## src/rtl/fetch_pkg.sv

```systemverilog
// Shared types and constants for the instruction-fetch front end.
package fetch_pkg;

  localparam int          INSTR_W   = 32;
  localparam int          PC_STEP   = 4;
  localparam logic [31:0] NOP_INSTR = 32'h0000_0013;

  // Default queue entry for a 32-bit PC; the top re-declares it for other XLEN.
  typedef struct packed {
    logic [31:0]        pc;
    logic [INSTR_W-1:0] instr;
  } fq_entry_t;

endpackage

```

## src/rtl/fetch_fifo.sv

```systemverilog
// Fetch queue: small synchronous FIFO of {pc, instr} entries.
// Flush has priority over push; pop on an empty queue is ignored.
module fetch_fifo
  import fetch_pkg::*;
#(
  parameter type entry_t = fq_entry_t,
  parameter int  DEPTH   = 4,
  localparam int AW      = $clog2(DEPTH),
  localparam int CW      = AW + 1
) (
  input  logic          clk,
  input  logic          rst,
  input  logic          push,
  input  entry_t        push_data,
  input  logic          pop,
  input  logic          flush,
  output entry_t        head,
  output logic [CW-1:0] count
);

  entry_t        mem_q  [DEPTH];
  entry_t        mem_d  [DEPTH];
  logic [AW-1:0] wr_q, wr_d;
  logic [AW-1:0] rd_q, rd_d;
  logic [CW-1:0] count_q, count_d;
  logic          do_pop;

  // Next-state: flush rewinds both pointers, else independent push/pop.
  always_comb begin
    mem_d   = mem_q;
    wr_d    = wr_q;
    rd_d    = rd_q;
    count_d = count_q;
    do_pop  = pop && (count_q != '0);
    if (flush) begin
      wr_d    = '0;
      rd_d    = '0;
      count_d = '0;
    end else begin
      if (push) begin
        mem_d[wr_q] = push_data;
        wr_d        = wr_q + 1'b1;
      end
      if (do_pop) rd_d = rd_q + 1'b1;
      count_d = count_q + CW'(push) - CW'(do_pop);
    end
  end

  // Storage and pointers; storage is cleared so the head reads zero out of reset.
  always_ff @(posedge clk or posedge rst) begin
    if (rst) begin
      for (int i = 0; i < DEPTH; i++) mem_q[i] <= '0;
      wr_q    <= '0;
      rd_q    <= '0;
      count_q <= '0;
    end else begin
      mem_q   <= mem_d;
      wr_q    <= wr_d;
      rd_q    <= rd_d;
      count_q <= count_d;
    end
  end

  assign head  = mem_q[rd_q];
  assign count = count_q;

  // The credit rule upstream must keep the queue from ever overflowing.
  a_no_overflow: assert property (@(posedge clk) disable iff (rst)
    !(push && !flush && count_q == CW'(DEPTH)));

endmodule

```

## src/rtl/fetch_unit.sv

```systemverilog
// Instruction-fetch front end: PC generation, credit-based IMEM issue,
// response capture into the fetch queue, valid/ready hand-off to decode.
module fetch_unit
  import fetch_pkg::*;
#(
  parameter int              XLEN     = 32,
  parameter logic [XLEN-1:0] RESET_PC = '0,
  parameter int              FQ_DEPTH = 4
) (
  input  logic               CLK,
  input  logic               RST,
  output logic               imem_req,
  output logic [XLEN-1:0]    imem_addr,
  input  logic [INSTR_W-1:0] imem_rdata,
  input  logic               redirect_valid,
  input  logic [XLEN-1:0]    redirect_pc,
  output logic               out_valid,
  input  logic               out_ready,
  output logic [XLEN-1:0]    out_pc,
  output logic [INSTR_W-1:0] out_instr
);

  localparam int CW = $clog2(FQ_DEPTH) + 1;

  typedef struct packed {
    logic [XLEN-1:0]    pc;
    logic [INSTR_W-1:0] instr;
  } fu_entry_t;

  logic [XLEN-1:0] fetch_pc_q, fetch_pc_d;
  logic [XLEN-1:0] addr_q, addr_d;
  logic            pending_q, pending_d;
  logic [CW-1:0]   count;
  logic [CW:0]     inflight;
  logic            push, pop;
  fu_entry_t       push_data, head;

  // Issue decision: credit covers queued + in-flight; a redirect always issues.
  always_comb begin
    inflight   = {1'b0, count} + {{CW{1'b0}}, pending_q};
    imem_addr  = redirect_valid ? (redirect_pc & ~XLEN'(3)) : fetch_pc_q;
    imem_req   = ~RST & ((inflight < (CW+1)'(FQ_DEPTH)) | redirect_valid);
    fetch_pc_d = imem_req ? imem_addr + XLEN'(PC_STEP) : fetch_pc_q;
    addr_d     = imem_req ? imem_addr : addr_q;
    pending_d  = imem_req;
  end

  // PC, address of the outstanding request and the pending flag.
  always_ff @(posedge CLK or posedge RST) begin
    if (RST) begin
      fetch_pc_q <= RESET_PC;
      addr_q     <= '0;
      pending_q  <= 1'b0;
    end else begin
      fetch_pc_q <= fetch_pc_d;
      addr_q     <= addr_d;
      pending_q  <= pending_d;
    end
  end

  // Response capture and decode hand-off; a redirect kills both this cycle.
  always_comb begin
    push            = pending_q & ~redirect_valid;
    push_data.pc    = addr_q;
    push_data.instr = imem_rdata;
    out_valid       = (count != '0) & ~redirect_valid;
    pop             = out_valid & out_ready;
    out_pc          = head.pc;
    out_instr       = head.instr;
  end

  fetch_fifo #(
    .entry_t (fu_entry_t),
    .DEPTH   (FQ_DEPTH)
  ) u_fifo (
    .clk       (CLK),
    .rst       (RST),
    .push      (push),
    .push_data (push_data),
    .pop       (pop),
    .flush     (redirect_valid),
    .head      (head),
    .count     (count)
  );

endmodule

```

## config.mk

```make
export PLATFORM = sky130hd
export DESIGN_NAME = fetch_unit
export DESIGN_NICKNAME = d
export VERILOG_FILES = /design/src/rtl/fetch_pkg.sv /design/src/rtl/fetch_fifo.sv /design/src/rtl/fetch_unit.sv
export SDC_FILE = /design/constraint.sdc
export NUM_CORES = 1
export LEC_CHECK = 0
export CORE_MARGIN = 5
export CORE_UTILIZATION = 50
export CTS_BUF_LIST = sky130_fd_sc_hd__clkbuf_8 sky130_fd_sc_hd__clkbuf_16
export DETAILED_ROUTE_END_ITERATION = 7
export GPL_TIMING_DRIVEN = 0
export HOLD_SLACK_MARGIN = 0.02
export PLACE_DENSITY = 0.83
export SYNTH_ARGS = -nofsm -noshare
export SYNTH_HDL_FRONTEND = slang
export SYNTH_SLANG_ARGS = --single-unit
export TNS_END_PERCENT = 100
```

## constraint.sdc

```tcl
create_clock -name CLK -period 15.1 [get_ports CLK]
set_input_delay 2.265 -clock CLK [delete_from_list [all_inputs] [get_ports CLK]]
set_output_delay 2.265 -clock CLK [all_outputs]
set_load 0.03 [all_outputs]
```

Word level (Yosys, flattened, before mapping)
Cells that the tools add are included.
{"block": "word_totals", "wordCells": 51, "register_bits": 328}
{"block": "op_classes", "magnitude_cmp": 4, "reduce_logical": 6, "n_addsub": 6, "n_mux": 12, "bitwise_logic": 9}
{"operator": "bitwise mux 256 bit", "count": 1}
{"operator": "two-way mux 64 bit", "count": 3}
{"operator": "binary-select mux 64 bit (select 2 bit)", "count": 1}
{"operator": "demux 64 bit (select 2 bit)", "count": 1}
{"operator": "adder 32 x 3 -> 32 bit, second input constant", "count": 1}
{"operator": "two-way mux 32 bit", "count": 1}
{"operator": "two-way mux 2 bit", "count": 4}
{"operator": ">= comparator 3 bit, second input constant", "count": 2}
{"operator": "NOT 2 -> 3 bit", "count": 2}
{"operator": "adder 2 x 1 -> 2 bit, second input constant", "count": 2}
{"operator": "adder 3 x 1 -> 4 bit", "count": 1}
{"operator": "AND 1 bit", "count": 4}
{"operator": "less-than comparator 4 x 3 -> 1 bit, second input constant", "count": 1}
{"operator": "nonzero test 2 bit", "count": 2}
{"operator": "adder 3 x 1 -> 3 bit", "count": 1}
{"operator": "less-than comparator 3 x 1 -> 1 bit, second input constant", "count": 1}
{"operator": "two-way mux 3 bit", "count": 1}
{"operator": "nonzero test 3 bit", "count": 1}
{"operator": "subtractor 3 x 1 -> 3 bit", "count": 1}
{"operator": "logical AND 1 bit", "count": 2}
{"operator": "NOT 1 bit", "count": 2}
{"operator": "AND reduction 2 bit", "count": 1}
{"operator": "OR 1 bit", "count": 1}

Logic depth before layout (Yosys ltp)
Gate-level depths: netlist of run 1.
{"block": "logic_depth", "ltp_word": 6, "depth_mapped": 12}

Hierarchy
A second synthesis of run 1 with hierarchy kept.
{"block": "unflattened", "cells_unflattened": 1048, "hier_area_um2": 15393.5}
{"mod": "fetch_fifo", "area_each_um2": 11883.9, "cells_per_inst": 660, "n_inst": 1}
{"mod": "fetch_unit", "area_each_um2": 3509.6, "cells_per_inst": 388, "n_inst": 1}

Least setup slack after synthesis of run 1
OpenSTA, ideal clock, no wires.
{"block": "synth_path", "kind": "in2reg", "startpoint": "input port RST", "endpoint": "register fetch_pc_q[0]", "cell_stages": 3, "slack_ns": 5.351, "t_arrival_ns": 9.622, "setup_ns": 0.127, "cell_sequence": "inv_1 > nand2_1 > and2_1"}
{"block": "synth_between", "elab_chain_cells": 2}
{"element": "from (decl)", "line_no": "fetch_unit.sv:11", "rtl": "input logic RST,"}
{"element": "NOT 1 bit", "line_no": "fetch_unit.sv:42", "rtl": "imem_req = ~RST & ((inflight < (CW+1)'(FQ_DEPTH)) | redirect_valid);"}
{"element": "AND 1 bit", "line_no": "fetch_unit.sv:42"}
{"element": "to (signal assigned)", "line_no": "fetch_unit.sv:55", "rtl": "fetch_pc_q <= fetch_pc_d;"}
{"element": "to (decl)", "line_no": "fetch_unit.sv:30", "rtl": "logic [XLEN-1:0] fetch_pc_q, fetch_pc_d;"}
No other way between the ends.
A chain may end at the register's enable or synchronous reset.

Worst setup path after layout of run 1
{"block": "layout_path", "startpoint": "input port RST", "endpoint": "output port imem_req"}
{"block": "layout_between", "elab_chain_cells": 2}
{"element": "NOT 1 bit", "line_no": "fetch_unit.sv:42"}
{"element": "AND 1 bit", "line_no": "fetch_unit.sv:42"}
{"element": "to (decl)", "line_no": "fetch_unit.sv:12", "rtl": "output logic imem_req,"}
No other way between the ends.

==> key figures, run 1 <==
Critical path
  – CP endpoint kind: output pin
  – Slowest stage cell, crit path: clkdlybuf4s50_1
  – Delay of the slowest critical-path stage: 800 ps
  – Crit path buf inv count: 5
  – CP Cell Sequence: clkdlybuf4s50_1, a21o_1, clkbuf_1, inv_1, buf_1, clkdlybuf4s50_1
  – CP Data Arrival Time: 4850 ps
  – CP top delay family: buffers and inverters
  – Critical path launch point type: input port
  – CP max FO: 11
  – Worst Path Required: 12840 ps
  – Most frequent CP cell: clkdlybuf4s50_1
  – Setup CP Type: in2out

Timing
  – Setup TNS: 0 ps
  – Setup repair after global routing missed its margin: false
  – Post-layout min period: 7114 ps
  – Fmax: 0.1406 GHz
  – Tcrit/Tclk final: 47.11%
  – Fin. max-slew vios: 0
  – Slew of the pin with the lowest slew margin: 960.7 ps
  – Rel. slew slack: 35.95%
  – Final Setup Violations: 0
  – Clock Skews: 27.15 ps
  – Endpoints failing hold: 0

Layout
  – Seq. cell area: 8158 sq um
  – Nets: 1327
  – Post-route insts no fill: 1666
  – Inserted Diodes: 0
  – Multi-input logic area: 6275 sq um
  – Fillers: 2226
  – Area grow syn2layout: 22.80%
  – Share of cells above drive strength 1: 33.39%

Placed design
  – Port Buf Inserts: 162
  – Post-DP HPWL: 23.90 mm
  – Gpl congestion: 0.9153
  – Placed cells: 1602

CTS
  – CTS clock-pin slew for the worst setup and hold paths: 60 ps
  – CTS buffer count: 36
  – CTS resizes: 0
  – Postcts setup bufs: 0
  – Clock latency at the later pin of the worst-skew pair: 520 ps
  – Sink Count: 326
  – CTS tree: built
  – Root Driver: clkbuf_16
  – H-tree Lvls: 2
  – Post-CTS Hold Fix Bufs: 0
  – CTS max path bufs: 3

Yosys
  – Synthesized cell area: 14850 sq um
  – Number of synthesized register bits: 326
  – Synth top area share: 54.95%
  – Cells after Synth: 1047
  – Async SR Flop Fraction: 100.0%
  – Area contributors post-synth: dfrtp_1 55%, mux2_2 20%, mux4_2 9.7%
  – Yosys top cell by area: dfrtp_1
  – Post-synth EDFFs: 0
  – Main flop type after synthesis: dfrtp_1
  – Top-count cell post-synth: dfrtp_1
  – Synth warn: 0
  – Synth cell types: 54
  – Syn_nets: 1124
  – Synth top cells by count: 326 x dfrtp_1, 264 x mux2_2, 84 x nand2_1, 64 x mux4_2, 42 x o21ai_0
  – Sequential fraction of the synthesis area: 54.95%
  – Mean Syn Cell Area: 14.18 sq um

Detailed routing
  – WL per Instance: 20.94 microns
  – Overall routed net length: 34.89 mm
  – ANT nets after route: 0
  – Drt pass-1 iters: 5
  – Number of vias per cell: 5.758
  – Via count: 9592
  – Remaining DRCs: 0
  – Number of DRC markers in iteration 0: 574

Global route
  – Vias in the first global route: 10280
  – Total track usage: 21.53%
  – Largest net degree at the start of global routing: 108
  – Total congestion overflow: 0
  – Initial antenna violation count: 0
  – First-pass GRT wire length: 57.57 mm

Die
  – Die Height: 182.3 microns
  – IO Pins: 166
  – Placeable Area: 29480 sq um
  – DIE AREA: 33240 sq um
  – DIE WIDTH: 182.3 microns
  – Row count: 63
  – Initial core utilization: 50.36%

Power and ir drop
  – Maximum vdd drop: 0.1141 mV
  – PD cells: 188.4 nW/um^2
  – Tot Pwr: 3434 uW
  – Leakage: 0.008034 uW

Run
  – MaxCap Viol Count: 0

Status
  – Status: complete, no violations

Min path
  – Hold Crit Class: reg2reg
-- placed cells by master (no fill, tap or decap), types with 5 or more instances in the layout --
cell / n
nand2_1: 84
mux2_2: 264
nor2_1: 17
buf_2: 29
mux4_2: 64
clkinv_2: 5
nand4_1: 7
ha_1: 8
buf_1: 5
dfrtp_1: 326
o21a_1: 5
clkbuf_16: 37
o211ai_1: 6
clkbuf_1: 23
nand3_1: 16
clkbuf_8: 5
o21ai_0: 42
mux2i_1: 21
a21oi_1: 5
xnor2_1: 17
o31ai_1: 6
nand4b_1: 6
nor3_1: 8
clkdlybuf4s50_1: 162
inv_1: 39
-- report_power, final --
group	total (uW)	leakage, uW	internal (uW)	switching [uW]
Clock	873	0.000616	522	351
Sequential	1370	0.00412	1190	180
Combinational	1190	0.00330	614	577
Total	3430	0.00803	2330	1110
-- tightest hold or removal path: cells and delay by family, from the launching register on --
family | cells | cell delay (ps)
simple gates | 2 | 110
flops | 1 | 350
-- kinds of logic after synthesis --
logic type                 Yosys count  share of synthesized area [%]
muxes                              349                          31.15
AOI/OAI and AO/OA                   83                          3.557
adders and majority gates            9                         0.8091
buffers and inverters               92                          2.781
and+or+nand+nor                    169                          5.630
xor gates and xnor gates            19                          1.121
DFF                                326                          54.95
-- area by class of cell --
type	count	area share [%]
tap	390	2.677
sequential	326	44.75
buffer	61	1.627
multi-input combinational	629	34.42
inverter	31	0.6795
clock inverter	22	1.043
clock buffer	42	5.456
timing repair buffer	165	9.348
-- final timing paths --
| path | startpoint | to | slack (ps) | depth (start not counted) |
|---|---|---|---|---|
| setup / recovery | RST | imem_req | 7990 | 6 |
| hold / removal | fetch_pc_q[26]$_DFFE_PP0P_ | fetch_pc_q[26]$_DFFE_PP0P_ | 490 | 2 |
| setup reg to reg | pending_q$_DFF_PP0_ | addr_q[19]$_DFFE_PP0P_ | 12500 | 8 |
| hold reg to reg | fetch_pc_q[26]$_DFFE_PP0P_ | fetch_pc_q[26]$_DFFE_PP0P_ | 490 | 2 |
| max in group asynchronous | RST | fetch_pc_q[9]$_DFFE_PP0P_ | 11610 | 4 |
| min in group asynchronous | RST | fetch_pc_q[31]$_DFFE_PP0P_ | 2260 | 2 |
-- stage by stage --
stage               hold WS [ps]  instance area [sq um]  utilization [%]  worst slack (ps)
global placement           461.1                  16960            57.51             229.1
floorplan                  445.0                  14850                -              3790
detailed placement         475.0                  17050            57.82              8006
finish                     488.4                  18230            61.84              7986
CTS                        489.3                  18230            61.84              7991
global route               504.7                  18230            61.84              7860
-- per-layer routing --
layer | wire, microns | global-route usage [%] | up-vias | share of wire (%)
li1 | - | - | 4245 | -
met1 | 15130 | 30.55 | 4956 | 43
met2 | 16930 | 35.26 | 344 | 49
met3 | 2279 | 4.186 | 47 | 6.5
met4 | 543 | 4.233 | 0 | 1.6
met5 | 0 | 0 | - | 0
-- flip-flops by register name (all words and copies together), names as in the netlist --
register      cells
u_fifo.wr_q       2
u_fifo.mem_q    256
u_fifo.rd_q       2
pending_q         1
fetch_pc_q       32
u_fifo.count      3
addr_q           30
No activity file was read; power rests on OpenSTA's default activity.
==> run 2: changes to the inputs <==
- clock period: 15.1 -> 6.9 ns (I/O delays scaled with it)
==> key figures, run 2 (synthesis gave the netlist of run 1 again) <==
Layout
  – Max reg flops: 256 (unchanged)
  – Fillers: 2155 (-3.2%)
  – Commonest non-fill, non-tap cell in the layout: dfrtp_1
  – Commonest cells after routing, fill and taps aside: 326 x dfrtp_1, 264 x mux2_2, 162 x clkdlybuf4s50_1
  – Post-route insts no fill: 1674 (+0.48%)
  – Nets: 1334 (+0.53%)
  – Biggest regs: u_fifo.mem_q x256, fetch_pc_q x32, addr_q x30
  – Inserted Diodes: 0 (unchanged)
  – Post-route cell area: 18410 sq um (+1.0%)
  – Share of cells above drive strength 1: 33.96% (+0.57 points)
  – Area grow syn2layout: 24.03%
  – Biggest register: u_fifo.mem_q

Detailed routing
  – ANT nets after route: 0 (unchanged)
  – Overall routed net length: 35.27 mm (+1.1%)
  – Number of vias per cell: 5.775 (+0.30%)
  – Remaining DRCs: 0 (unchanged)
  – Number of DRC markers in iteration 0: 669 (+17%)
  – Drt pass-1 iters: 5 (unchanged)
  – WL per Instance: 21.07 microns (+0.60%)
  – Via count: 9667 (+0.78%)

Global route
  – Total congestion overflow: 0 (unchanged)
  – First-pass GRT wire length: 57.32 mm (-0.43%)
  – Largest net degree at the start of global routing: 46 (-57%)
  – Vias in the first global route: 10450 (+1.7%)
  – Total track usage: 21.38% (-0.16 points)
  – Initial antenna violation count: 1 (+1)

CTS
  – Root Driver: clkbuf_16
  – CTS resizes: 0 (unchanged)
  – Postcts setup bufs: 0 (unchanged)
  – CTS tree: built
  – CTS max path bufs: 3 (unchanged)
  – CTS buffer count: 36 (unchanged)
  – CTS clock-pin slew for the worst setup and hold paths: 60 ps (about the same)
  – Sink Count: 326 (unchanged)
  – Post-CTS Hold Fix Bufs: 0 (unchanged)
  – H-tree Lvls: 2 (unchanged)
  – Clock latency at the later pin of the worst-skew pair: 530 ps (about the same)

Critical path
  – Setup CP Type: in2out
  – Slowest stage cell, crit path: clkdlybuf4s50_1
  – CP top delay family: buffers and inverters
  – CP Data Arrival Time: 3590 ps (-1260 ps)
  – Critical path launch point type: input port
  – CP endpoint kind: output pin
  – CP Cell Sequence: clkdlybuf4s50_1, a21o_1, clkbuf_1, inv_1, buf_1, clkdlybuf4s50_1
  – Crit path buf inv count: 5 (unchanged)
  – Delay of the slowest critical-path stage: 810 ps (about the same)
  – Worst Path Required: 5860 ps (-6980 ps)
  – Most frequent CP cell: clkdlybuf4s50_1
  – CP max FO: 11 (unchanged)

Placed design
  – Gpl congestion: 0.8975 (-1.9%)
  – Post-Place Setup Slack: 2241 ps (-5764 ps)
  – Post-Place Cell Area: 17170 sq um (+0.71%)
  – Port Buf Inserts: 162 (unchanged)
  – Post-DP HPWL: 24.72 mm (+3.4%)
  – Placed cells: 1609 (+0.44%)

Timing
  – Fmax: 0.2162 GHz
  – Endpoints failing hold: 0 (unchanged)
  – Fin. max-slew vios: 0 (unchanged)
  – Clock Skews: 25.13 ps (-2.024 ps)
  – Slew of the pin with the lowest slew margin: 999.5 ps (+38.81 ps)
  – Final Setup Violations: 0 (unchanged)
  – Post-layout min period: 4626 ps
  – Tcrit/Tclk final: 67.04%
  – Setup repair after global routing missed its margin: false
  – Rel. slew slack: 33.37% (-2.6 points)
  – Final WS setup: 2274 ps (-5712 ps)
  – Hold slack final: 479.4 ps (-8.937 ps)

Power and ir drop
  – Maximum vdd drop: 0.2637 mV (+130%)
  – Leakage: 0.008113 uW (+0.99%)
  – PD cells: 413.4 nW/um^2 (+120%)

Die
  – IO Pins: 166 (unchanged)
  – DIE WIDTH: 182.3 microns (unchanged)
  – DIE AREA: 33240 sq um (unchanged)
  – Initial core utilization: 50.36% (unchanged)
  – Placeable Area: 29480 sq um (unchanged)
  – Row count: 63 (unchanged)
  – Die Height: 182.3 microns (unchanged)

Status
  – Status: complete, no violations

Run
  – MaxCap Viol Count: 0 (unchanged)

Min path
  – Hold Crit Class: reg2reg
-- run 2: worst min-delay path: cells and delay by family, from the launching register on --
kind	cells	cell delay (ps)
flops	1	340
simple gates	2	100
-- run 2: worst paths after layout --
| kind | cells after the start | from | endpoint | slack [ps] |
|---|---|---|---|---|
| worst min-delay path | 2 | fetch_pc_q[26]$_DFFE_PP0P_ | fetch_pc_q[26]$_DFFE_PP0P_ | 480 |
| worst min register to register | 2 | fetch_pc_q[26]$_DFFE_PP0P_ | fetch_pc_q[26]$_DFFE_PP0P_ | 480 |
| min in group asynchronous | 2 | RST | addr_q[16]$_DFFE_PP0P_ | 1060 |
| worst max register to register | 8 | pending_q$_DFF_PP0_ | addr_q[31]$_DFFE_PP0P_ | 4340 |
| max in group asynchronous | 5 | RST | u_fifo.mem_q[142]$_DFFE_PP0P_ | 4870 |
| worst max-delay path | 6 | RST | imem_req | 2270 |
-- run 2: routing by layer --
layer / part of all wire [%] / vias to the layer above / GRT usage, %
li1: - / 4258 / -
met1: 43 / 4997 / 29.72
met2: 49 / 347 / 35.32
met3: 6.2 / 63 / 3.907
met4: 2.1 / 2 / 5.284
met5: 0.020 / - / 0
-- run 2: cell type report --
type | count | area, sq um | area share (%)
timing repair buffer | 172 | 1829 | 9.935
multi-input combinational | 629 | 6275 | 34.08
inverter | 31 | 120.1 | 0.6523
clock inverter | 21 | 235.2 | 1.278
clock buffer | 44 | 1011 | 5.491
sequential | 326 | 8158 | 44.31
buffer | 61 | 296.5 | 1.610
tap | 390 | 488.0 | 2.650
-- run 2: metrics by stage --
step | total power (uW) | TNS, ps | utilization, %
2_1_floorplan | 4686 | 0 | -
3_3_place_gp | 5523 | -210530 | 57.52
3_5_place_dp | 5654 | 0 | 58.23
4_1_cts | 7671 | 0 | 62.46
5_1_grt | 7972 | 0 | 62.46
6_report | 7612 | 0 | 62.46
-- run 2: power breakdown --
part           internal [uW]  switching, uW  total (uW)  leakage, uW
sequential              2600            403        3010      0.00412
combinational           1350           1260        2610      0.00335
clock                   1200            793        1990     0.000642
